## config.mk

```make
export PLATFORM = sky130hd
export DESIGN_NAME = uart_rx_ctrl
export DESIGN_NICKNAME = d
export VERILOG_FILES = /design/src/rtl/uart_pkg.sv /design/src/rtl/uart_sync_fifo.sv /design/src/rtl/uart_rx_ctrl.sv
export SDC_FILE = /design/constraint.sdc
export NUM_CORES = 1
export LEC_CHECK = 0
export BUFFER_PORTS_ARGS = -buffer_cell sky130_fd_sc_hd__buf_2
export CAP_MARGIN = 5
export CORE_MARGIN = 10
export CORE_UTILIZATION = 35
export DETAILED_ROUTE_END_ITERATION = 12
export PLACE_DENSITY = 0.58
export SYNTH_ARGS = -nofsm -noshare
export SYNTH_HDL_FRONTEND = slang
export SYNTH_SLANG_ARGS = --single-unit
```

## constraint.sdc

```tcl
create_clock -name clk -period 3.6 [get_ports clk]
set_clock_uncertainty 0.2 [all_clocks]
set_input_delay 0.36 -clock clk [delete_from_list [all_inputs] [get_ports clk]]
set_output_delay 0.36 -clock clk [all_outputs]
set_load 0.1 [all_outputs]
```

## src/rtl/uart_pkg.sv

```systemverilog
// Shared types and constants for the UART receive controller.
package uart_pkg;

    typedef enum logic [1:0] {
        StIdle,
        StArmed,
        StRx
    } rx_ctrl_state_t;

    function automatic int unsigned cycles_per_bit(input int unsigned clk_freq,
                                                   input int unsigned baud);
        return clk_freq / baud;
    endfunction

endpackage

```

## src/rtl/uart_sync_fifo.sv

```systemverilog
// Synchronous first-word fall-through FIFO; the occupancy count decides full and empty.
module uart_sync_fifo #(
    parameter int unsigned WIDTH = 8,
    parameter int unsigned DEPTH = 16
) (
    input  logic                       clk,
    input  logic                       rst_n,
    input  logic                       wr_i,
    input  logic [WIDTH-1:0]           wr_data_i,
    input  logic                       rd_i,
    output logic [WIDTH-1:0]           rd_data_o,
    output logic                       full_o,
    output logic                       empty_o,
    output logic [$clog2(DEPTH):0]     count_o
);

    localparam int unsigned PtrW   = $clog2(DEPTH);
    localparam int unsigned CountW = PtrW + 1;

    logic [WIDTH-1:0]  mem_q [DEPTH];
    logic [PtrW-1:0]   wr_ptr_q, wr_ptr_d;
    logic [PtrW-1:0]   rd_ptr_q, rd_ptr_d;
    logic [CountW-1:0] count_q, count_d;
    logic              do_wr, do_rd;

    assign full_o  = (count_q == CountW'(DEPTH));
    assign empty_o = (count_q == '0);
    assign count_o = count_q;

    // A full FIFO still accepts a write when a pop frees a slot in the same cycle.
    assign do_rd = rd_i & ~empty_o;
    assign do_wr = wr_i & (~full_o | do_rd);

    // Empty head reads as zero so the output is defined without clearing storage.
    assign rd_data_o = empty_o ? '0 : mem_q[rd_ptr_q];

    always_comb begin
        wr_ptr_d = wr_ptr_q;
        rd_ptr_d = rd_ptr_q;
        count_d  = count_q + CountW'(do_wr) - CountW'(do_rd);
        if (do_wr) begin
            wr_ptr_d = wr_ptr_q + PtrW'(1);
        end
        if (do_rd) begin
            rd_ptr_d = rd_ptr_q + PtrW'(1);
        end
    end

    always_ff @(posedge clk or negedge rst_n) begin
        if (!rst_n) begin
            wr_ptr_q <= '0;
            rd_ptr_q <= '0;
            count_q  <= '0;
        end else begin
            wr_ptr_q <= wr_ptr_d;
            rd_ptr_q <= rd_ptr_d;
            count_q  <= count_d;
        end
    end

    always_ff @(posedge clk) begin
        if (do_wr) begin
            mem_q[wr_ptr_q] <= wr_data_i;
        end
    end

endmodule

```

## src/rtl/uart_rx_ctrl.sv

```systemverilog
// UART receive sequencer: gates the receiver, buffers bytes, flags overflow, detects line idle.
module uart_rx_ctrl
    import uart_pkg::*;
#(
    parameter int unsigned CLK_FREQ   = 100_000_000,
    parameter int unsigned BAUD       = 9600,
    parameter int unsigned FIFO_DEPTH = 16,
    parameter int unsigned IDLE_BITS  = 20
) (
    input  logic                          clk,
    input  logic                          rst_n,
    input  logic                          enable_i,
    input  logic                          rx_busy_i,
    input  logic                          rx_done_i,
    input  logic [7:0]                    rx_data_i,
    output logic                          rx_en_o,
    input  logic                          rd_en_i,
    output logic [7:0]                    rd_data_o,
    output logic                          fifo_empty_o,
    output logic                          fifo_full_o,
    output logic [$clog2(FIFO_DEPTH):0]   fifo_count_o,
    output logic                          overflow_o,
    input  logic                          clr_overflow_i,
    output logic                          idle_timeout_o
);

    localparam int unsigned CyclesPerBit = cycles_per_bit(CLK_FREQ, BAUD);
    localparam int unsigned IdleCycles   = IDLE_BITS * CyclesPerBit;
    localparam int unsigned CntW         = $clog2(IdleCycles);
    localparam int unsigned IdleMax      = IdleCycles - 1;

    rx_ctrl_state_t  state_q, state_d;
    logic            rx_done_q;
    logic            overflow_q, overflow_d;
    logic [CntW-1:0] idle_cnt_q, idle_cnt_d;
    logic            idle_armed_q, idle_armed_d;
    logic            idle_to_q, idle_to_d;
    logic            wr_stb;
    logic            drop;

    assign wr_stb = rx_done_i & ~rx_done_q;

    uart_sync_fifo #(
        .WIDTH (8),
        .DEPTH (FIFO_DEPTH)
    ) u_fifo (
        .clk       (clk),
        .rst_n     (rst_n),
        .wr_i      (wr_stb),
        .wr_data_i (rx_data_i),
        .rd_i      (rd_en_i),
        .rd_data_o (rd_data_o),
        .full_o    (fifo_full_o),
        .empty_o   (fifo_empty_o),
        .count_o   (fifo_count_o)
    );

    // A byte is lost only when full and no pop frees a slot this cycle.
    assign drop = wr_stb & fifo_full_o & ~(rd_en_i & ~fifo_empty_o);

    // Once a frame starts, the receiver stays enabled until it ends, even if software disables.
    always_comb begin
        state_d = state_q;
        unique case (state_q)
            StIdle: begin
                if (enable_i) begin
                    state_d = StArmed;
                end
            end
            StArmed: begin
                if (rx_busy_i) begin
                    state_d = StRx;
                end else if (!enable_i) begin
                    state_d = StIdle;
                end
            end
            StRx: begin
                if (!rx_busy_i) begin
                    state_d = enable_i ? StArmed : StIdle;
                end
            end
            default: state_d = StIdle;
        endcase
    end

    assign rx_en_o = (state_q != StIdle);

    always_comb begin
        overflow_d = (overflow_q & ~clr_overflow_i) | drop;
    end

    always_comb begin
        idle_cnt_d   = idle_cnt_q;
        idle_armed_d = idle_armed_q;
        idle_to_d    = 1'b0;
        if (state_q == StIdle || state_d == StIdle) begin
            idle_cnt_d   = '0;
            idle_armed_d = 1'b0;
        end else if (wr_stb) begin
            idle_cnt_d   = '0;
            idle_armed_d = 1'b1;
        end else if (rx_busy_i) begin
            idle_cnt_d = '0;
        end else if (idle_armed_q) begin
            if (idle_cnt_q == CntW'(IdleMax)) begin
                idle_to_d    = 1'b1;
                idle_armed_d = 1'b0;
                idle_cnt_d   = '0;
            end else begin
                idle_cnt_d = idle_cnt_q + CntW'(1);
            end
        end
    end

    assign overflow_o     = overflow_q;
    assign idle_timeout_o = idle_to_q;

    always_ff @(posedge clk or negedge rst_n) begin
        if (!rst_n) begin
            state_q      <= StIdle;
            rx_done_q    <= 1'b0;
            overflow_q   <= 1'b0;
            idle_cnt_q   <= '0;
            idle_armed_q <= 1'b0;
            idle_to_q    <= 1'b0;
        end else begin
            state_q      <= state_d;
            rx_done_q    <= rx_done_i;
            overflow_q   <= overflow_d;
            idle_cnt_q   <= idle_cnt_d;
            idle_armed_q <= idle_armed_d;
            idle_to_q    <= idle_to_d;
        end
    end

endmodule
```

Yosys cells after proc, flatten, opt, wreduce, memory -nomap -nowiden
Memories as Yosys holds them, arrays and structs flattened.
Cells that the tools add are included.
W data, S select, Z words.
Storage, ports and cells
  register bits after elaboration: 37
  memory bits (writable): 128
  input bits: 15
  memories kept: 1
Memory list
  u_fifo.mem_q: depth 16, width 8, rd ports 1, clocked after Yosys merged registers in 0, wr ports 1, RTL line uart_sync_fifo.sv:20  | logic [WIDTH-1:0] mem_q [DEPTH];
Operators by class
  $add $sub $neg: 5
  eq/ne operators: 5
  muxes and demuxes: 24
  bitwise logic cells: 13
  reduce and logical (&&, ||, !) cells: 6
Operators with widths (count)
  $mux W18: 5
  $add A18 B1 Y18 const B: 1
  $eq A18 B18 Y1 const B: 1
  $mux W1: 13
  $add A4 B1 Y4 const B: 2
  $mux W2: 4
  $mux W8: 1
  $and A1 B1 Y1: 6
  $pmux W2 S3: 1
  $add A5 B1 Y5: 1
  $eq A5 B5 Y1 const B: 1
  $logic_not A5 Y1: 1
  $not A1 Y1: 5
  $sub A5 B1 Y5: 1
  $logic_not A2 Y1: 2
  $reduce_bool A4 Y1: 1
  $ne A3 B1 Y1 const B: 1
  $eq A2 B1 Y1 const B: 1
  $eq A2 B2 Y1 const B: 1
  $or A1 B1 Y1: 2
  $reduce_bool A2 Y1: 1
  $logic_or A1 B1 Y1: 1

Logic depth before layout (Yosys ltp)
Gate-level depths: netlist (run 1).
  word-level depth: 7
  gate-level depth with buffers: 14
  mapped depth without buffers: 14

Hierarchy
Synthesis (run 1) repeated with hierarchy kept, for this count alone.
Unflattened totals
  cells, all modules: 433
  area, all modules: 7098.1 um2
By module, submodules not included
  uart_sync_fifo: times used 1, cells each 289, area each 5776.8 um2, sequential area each 4169.0 um2
  uart_rx_ctrl: times used 1, cells each 144, area each 1321.3 um2, sequential area each 600.6 um2

Worst setup path after synthesis (run 1)
OpenSTA, ideal clock, no wires.
  kind: register to register
  start point: register u_fifo.count_q[3], in the netlist u_fifo.count_o[3]
  end point: register u_fifo.count_q[4], in the netlist u_fifo.count_o[4]
  data arrival time: 6.306 ns
  required time: 3.272 ns
  setup slack: -3.033 ns
  cell stages (with the launch flop): 15
  period minus slack after synthesis: 6.633 ns
  path through: dfrtp_1 > inv_1 > ha_1 > nor4b_1 > nor2_1 > ha_1 > inv_1 > ha_1 > inv_1 > fa_1 > inv_1 > a21oi_1 > nor2_1 > nor2_1 > xnor2_1
Between the ends
  word-level cells in the longest chain between the ends: 7
  elaborated cells between the ends (all ways): 9
Ends and longest elaborated chain
  start: declaration: RTL line uart_sync_fifo.sv:23  | logic [CountW-1:0] count_q, count_d;
  start signal: assignment: RTL line uart_sync_fifo.sv:57  | count_q <= count_d;
  $logic_not A5 Y1 *: RTL line uart_sync_fifo.sv:27  | assign empty_o = (count_q == '0);
  via fifo_empty_o: RTL line uart_rx_ctrl.sv:19  | output logic fifo_empty_o,
  $not A1 Y1 *: RTL line uart_sync_fifo.sv:31  | assign do_rd = rd_i & ~empty_o;
  $and A1 B1 Y1 *: RTL line uart_sync_fifo.sv:31
  via u_fifo.do_rd: RTL line uart_sync_fifo.sv:24  | logic do_wr, do_rd;
  $or A1 B1 Y1: RTL line uart_sync_fifo.sv:32  | assign do_wr = wr_i & (~full_o | do_rd);
  $and A1 B1 Y1: RTL line uart_sync_fifo.sv:32
  $add A5 B1 Y5: RTL line uart_sync_fifo.sv:40  | count_d = count_q + CountW'(do_wr) - CountW'(do_rd);
  $sub A5 B1 Y5 *: RTL line uart_sync_fifo.sv:40
  via u_fifo.count_d[4]: RTL line uart_sync_fifo.sv:23
The timed path passes the listed nets; every way through them passes the cells marked *.
A chain may end at the register's enable or synchronous reset.

Worst setup path after layout (run 1)
  start point: register u_fifo.count_q[2], in the netlist u_fifo.count_o[2]
  end point: output port rd_data_o[2]
Between the ends
  word-level cells in the longest chain between the ends: 2
Ends and longest elaborated chain
  $logic_not A5 Y1: RTL line uart_sync_fifo.sv:27
  $mux W8: RTL line uart_sync_fifo.sv:35  | assign rd_data_o = empty_o ? '0 : mem_q[rd_ptr_q];
  end: declaration: RTL line uart_rx_ctrl.sv:18  | output logic [7:0] rd_data_o,
Every way passes these cells.

==> impl_metrics.ini, run 1 <==
[worst_setup_path]
path_cells = inv_2 -> ha_1 -> nor4b_4 -> nand2b_1 -> o22ai_2 -> buf_2
endpoint_kind = primary output
cp_data_required_time_ns = 3.04
crit_start = u_fifo.count_o[2]$_DFF_PN0_
path_max_fanout = 8
path_class = reg2out
crit_arrival_ns = 2.55
cp_slowest_cell = nand2b_1
r2r_start = u_fifo.count_o[2]$_DFF_PN0_
start_kind = flop
cpPeakStageDelay_ns = 0.56

[floorplanning]
rows = 51
dieArea_mm2 = 0.0259
io_pins = 33
fp.dieW_um = 161
initial_core_util = 0.357
die_y_um = 161
core_mm2 = 0.0195

[synth]
synthCells = 433
async_flop_share = 0.224
syn-mean-instance-area_um2 = 16.1
synth_edf_count = 128
syn_area_mm2 = 0.00696
ys_seq_elements = 165
syn-num-nets = 461
synth.distinct_cells = 47
synthFlopType = edfxtp_1
ys.warnings.count = 0
yosysSeqAreaShare = 0.685

[cells_and_area]
multi_input_area_mm2 = 0.00211
final_cell_mix = 128 x edfxtp_1, 32 x mux4_2, 32 x buf_2
diodes = 0
fin_nets = 512
fin_cells = 762
area_growth_pct = 18.2
fillerInstances = 1765
drive_above_1_share = 0.274
regArea_mm2 = 0.00478
stdcell_area_mm2 = 0.00823
final_common_cell = edfxtp_1

[timing]
period_needed_ns = 3.11
slew_headroom = 0.430
fin_crit_sh = 0.865
hold_viol_final = 0
rsz0062_at_grt = no
fmax_mhz = 321
setup_violations = 0
drv_slew = 0
worstMarginPinSlew_ns = 0.854

[drt]
met1_length_um = 6420
vias = 3847
ant_nets = 0
vias_per_cell = 5.05
drt_iter0_markers = 205
wl_met2_um = 7200
dr.pass1.iters = 4
top_layer = met4
wl_met3_um = 774
wl_um = 14400
drc = 0
wl_per_cell_um = 18.9

[placement]
gp_congestion = 0.821
portBuffers = 32
dp.cells = 725
dpl.hpwl_um = 9710
post_dp_cell_area_mm2 = 0.00756

[clock_network]
cts_root_buffer = clkbuf_16
cts_buffers = 17
htree_levels = 4
cts_sinks = 165
cts_tree = done
cts_buffer_depth = 2
clk_pin_slew_ns = 0.06
clk_latency_ns = 0.42
cts_setup_buffers = 0

[flow_run]
cap_violations = 0

[power]
ir_drop_uv = 988
leakagePower_nw = 2.90
powerDensity_mw_per_mm2 = 827

[global_route]
grt_usage = 0.117
grt_pass1_vias = 4064
grt_max_degree = 38
gr-total-overflow = 0
antenna_found_initial = 0
grt_pass1_wl_um = 23500

[min_path]
hold_start = rd_en_i
hold_class = in2reg

[run_status]
status = complete, no violations
[path summary, 6_finish.rpt]
check / to / slack, ns / cells past startpoint
max: rd_data_o[2] / 0.49 / 6
min: overflow_o$_DFF_PN0_ / 0.05 / 4
max reg2reg: u_fifo.mem_q[14][0]$_DFFE_PP_ / 0.61 / 6
min reg2reg: u_fifo.rd_ptr_q[2]$_DFFE_PN0P_ / 0.32 / 1
max in group asynchronous: u_fifo.count_o[3]$_DFF_PN0_ / 2.19 / 2
min in group asynchronous: idle_cnt_q[17]$_DFFE_PN0P_ / 0.38 / 2
[power by group]
part | switching, mW | internal, mW
combinational | 1.72 | 0.808
clock | 0.759 | 1.11
sequential | 0.183 | 2.23
total | 2.66 | 4.15
[state kept, by name, summed over array words and instances (netlist names), 2 cells and up]
signal,flops
idle_cnt_q,18
state_q,2
u_fifo.count_o,5
u_fifo.mem_q,128
u_fifo.rd_ptr_q,4
u_fifo.wr_ptr_q,4
[synth_stat cells (5+ instances only)]
cell type	count	area share
o22ai_1	8	0.0072
xnor2_1	9	0.011
nand2b_1	6	0.0054
o21ai_0	8	0.0058
mux2i_1	16	0.023
a21oi_1	7	0.0050
nand3_1	13	0.0093
nand2_1	24	0.013
clkbuf_1	8	0.0043
inv_1	17	0.0092
mux4_2	32	0.10
nand4_1	9	0.0081
dfrtp_1	37	0.13
xor2_1	7	0.0088
ha_1	12	0.022
buf_1	5	0.0027
nor3_1	7	0.0050
nor2_1	30	0.016
edfxtp_1	128	0.55
[repair_timing]
item | CTS | global route
gates resized for setup | 0 | 0
hold buffers | 5 | 0
hold endpoints to repair | 41 | 0
setup endpoints to repair | 0 | 0
[cell type report]
type | count | area share
Clock buffer | 17 | 0.0517
Inverter | 17 | 0.00775
Timing Repair Buffer | 50 | 0.0389
Tap cell | 265 | 0.0403
Sequential cell | 165 | 0.581
Clock inverter | 15 | 0.0236
Multi-Input combinational cell | 233 | 0.257
[routing by layer]
metal,up-vias,GRT usage
met4,0,0.0323
li1,1775,-
met3,4,0.0381
met1,1986,0.153
met2,82,0.184
met5,-,0
[stage by stage]
| stage | setup TNS [ns] | setup slack, ns | hold WS [ns] | power, mW | utilization |
|---|---|---|---|---|---|
| 6_report | 0 | 0.487 | 0.0534 | 6.81 | 0.421 |
| 5_1_grt | 0 | 0.325 | 0.0805 | 7.15 | 0.421 |
| 4_1_cts | 0 | 0.460 | 0.0400 | 6.91 | 0.421 |
| 3_5_place_dp | 0 | 0.658 | 0.298 | 5.01 | 0.387 |
| 3_3_place_gp | 0 | 0.773 | 0.294 | 4.98 | 0.387 |
| 2_1_floorplan | -0.118 | -0.118 | -0.136 | 4.50 | - |
[kinds of logic after synthesis]
logic type / Yosys count / synth area share
multiplexers: 49 / 0.128
XOR/XNOR: 16 / 0.0201
AND/OR/NAND/NOR: 116 / 0.0845
AO/OA/AOI/OAI: 39 / 0.0361
buffers and inverters: 35 / 0.0216
adder cells (fa/ha/maj): 13 / 0.0244
flip-flops: 165 / 0.685
[worst max-delay path: cells and delay by family (launching register included)]
family	cells	cell delay, ns
fa+ha+maj	1	0.17
buf+inv	2	0.40
simple gates	2	0.88
flops	1	0.49
compound gates	1	0.18
Note: power is estimated with default switching activity, not from simulation.
==> run 2: changes to the inputs <==
--- a/config.mk
+++ b/config.mk
@@ -7,7 +7,7 @@
 export LEC_CHECK = 0
 export BUFFER_PORTS_ARGS = -buffer_cell sky130_fd_sc_hd__buf_2
 export CAP_MARGIN = 5
-export CORE_MARGIN = 10
+export CORE_MARGIN = 2
 export CORE_UTILIZATION = 35
 export DETAILED_ROUTE_END_ITERATION = 12
 export PLACE_DENSITY = 0.58
==> run 2 against run 1 <==
  * First-iteration DRC count rose by 14%
  * Non-clock buffer count fell by 1
  * Highest routed layer unchanged
  * Hold slack got worse by 0.027 ns
  * Die area fell by 19%
  * Register-to-register slack gained 0.09 ns
  * Clock power decreased by 10%
  * Via count grew 1.2%
  * Flip-flop and latch count did not move
  * Wire length shrank 3.4%
  * Critical path depth down 1
  * Combinational power is 2% higher
  * Largest power group unchanged
  * Largest cell class unchanged
==> impl_metrics.ini, run 2 (same netlist as run 1, synthesis figures left out) <==
[drt]
dr.pass1.iters = 7
drt_iter0_markers = 234
ant_nets = 0
vias_per_cell = 5.12
drc = 0
wl_per_cell_um = 18.3
vias = 3895
wl_um = 13900

[cells_and_area]
final_cell_mix = 128 x edfxtp_1, 32 x mux4_2, 32 x buf_2
diodes = 0
drive_above_1_share = 0.274
finish.utilization = 0.419
fin_nets = 511
area_growth_pct = 17.0
final_common_cell = edfxtp_1
largest_reg_flops = 128
largest-register = u_fifo.mem_q

[floorplanning]
rows = 51
core_mm2 = 0.0195
dieArea_mm2 = 0.0210
fp.dieW_um = 145
initial_core_util = 0.358
die_y_um = 145
io_pins = 33

[power]
leakagePower_nw = 2.86
pwr-share-seq = 0.358
swShare = 0.403
clkPwrFrac = 0.254
ir_drop_uv = 1070
finalPower_mw = 6.60
p_sw_mw = 2.66
p_comb_frac = 0.388
powerDensity_mw_per_mm2 = 810
intPower_mw = 3.94

[worst_setup_path]
cp_slowest_cell = mux4_2
path_cells = buf_12 -> mux4_2 -> mux2i_1 -> o22ai_2 -> buf_2
endpoint_kind = primary output
cpPeakStageDelay_ns = 0.57
path_class = reg2out
crit_arrival_ns = 2.47
cp_data_required_time_ns = 3.04
path_max_fanout = 32
start_kind = flop

[clock_network]
htree_levels = 4
cts_buffers = 17
clk_pin_slew_ns = 0.06
cts_root_buffer = clkbuf_16
post_cts_resized = 0
clk_latency_ns = 0.43
cts_buffer_depth = 2
cts_sinks = 165
cts_tree = done

[global_route]
grt_pass1_wl_um = 22300
grt_pass1_vias = 3974
antenna_found_initial = 0
grt_usage = 0.139
grt_max_degree = 38
gr-total-overflow = 0

[placement]
gp_congestion = 0.846
dpl.hpwl_um = 9210
portBuffers = 32

[timing]
setup_violations = 0
fmax_mhz = 330
rsz0062_at_grt = no
fin_crit_sh = 0.841
period_needed_ns = 3.03
hold_viol_final = 0
slew_headroom = 0.456
worstMarginPinSlew_ns = 0.816
drv_slew = 0

[flow_run]
cap_violations = 0

[min_path]
hold_class = in2reg

[run_status]
status = complete, no violations
-- run 2: worst paths after layout --
kind                       slack [ns]                              to                      startpoint  cells after the start
max reg2reg                      0.70   u_fifo.mem_q[15][7]$_DFFE_PP_     u_fifo.count_o[2]$_DFF_PN0_                      6
max                              0.57                    rd_data_o[5]  u_fifo.rd_ptr_q[0]$_DFFE_PN0P_                      5
min reg2reg                      0.28  u_fifo.rd_ptr_q[3]$_DFFE_PN0P_  u_fifo.rd_ptr_q[3]$_DFFE_PN0P_                      1
max in group asynchronous        2.23     u_fifo.count_o[3]$_DFF_PN0_                           rst_n                      2
min                              0.03            state_q[1]$_DFF_PN0_                       rx_busy_i                      2
min in group asynchronous        0.37      idle_cnt_q[15]$_DFFE_PN0P_                           rst_n                      2
-- run 2: worst max-delay path, delay by kind of cell, from the launching register on --
kind / cells / cell delay, ns
AO/OA/AOI/OAI: 1 / 0.12
buffers and inverters: 2 / 0.61
flip-flops: 1 / 0.43
multiplexers: 2 / 0.87
-- run 2: area by class of cell --
cell class | instances | area [um2]
well taps | 265 | 332
fillers | 1754 | 11300
repair buffers | 49 | 310
clock buffers | 18 | 429
flip-flops and latches | 165 | 4780
inverters | 17 | 63.8
multi-input cells | 233 | 2110
clock inverters | 14 | 116
-- run 2: through the flow --
step	setup slack [ns]	instance area [um2]	hold WS [ns]	TNS, ns	cells
after floorplan	-0.118	7040	-0.136	-0.118	433
after global placement	0.797	7560	0.264	0	725
after detailed placement	0.661	7560	0.270	0	725
after CTS	0.532	8150	0.00597	0	761
after global routing	0.316	8150	0.0378	0	761
final	0.574	8150	0.0268	0	761
-- run 2: layer usage --
| metal | global-route usage | share of wire |
|---|---|---|
| met1 | 0.184 | 0.45 |
| met2 | 0.224 | 0.48 |
| met3 | 0.0362 | 0.047 |
| met4 | 0.0455 | 0.015 |
| met5 | 0 | 0 |
-- run 2: timing repair --
action | in CTS | in global routing
hold buffers | 4 | 0
setup buffers | 0 | 0
endpoints found under the hold margin | 40 | 0
endpoints found under the setup margin | 0 | 0
-- run 2: power groups by stage --
stage               Sequential [mW]  Clock, mW  Combinational [mW]
floorplan                      2.56          0                1.94
global placement               2.39          0                2.57
detailed placement             2.41          0                2.59
CTS                            2.37       1.71                2.60
global route                   2.39       1.78                2.71
finish                         2.36       1.68                2.56
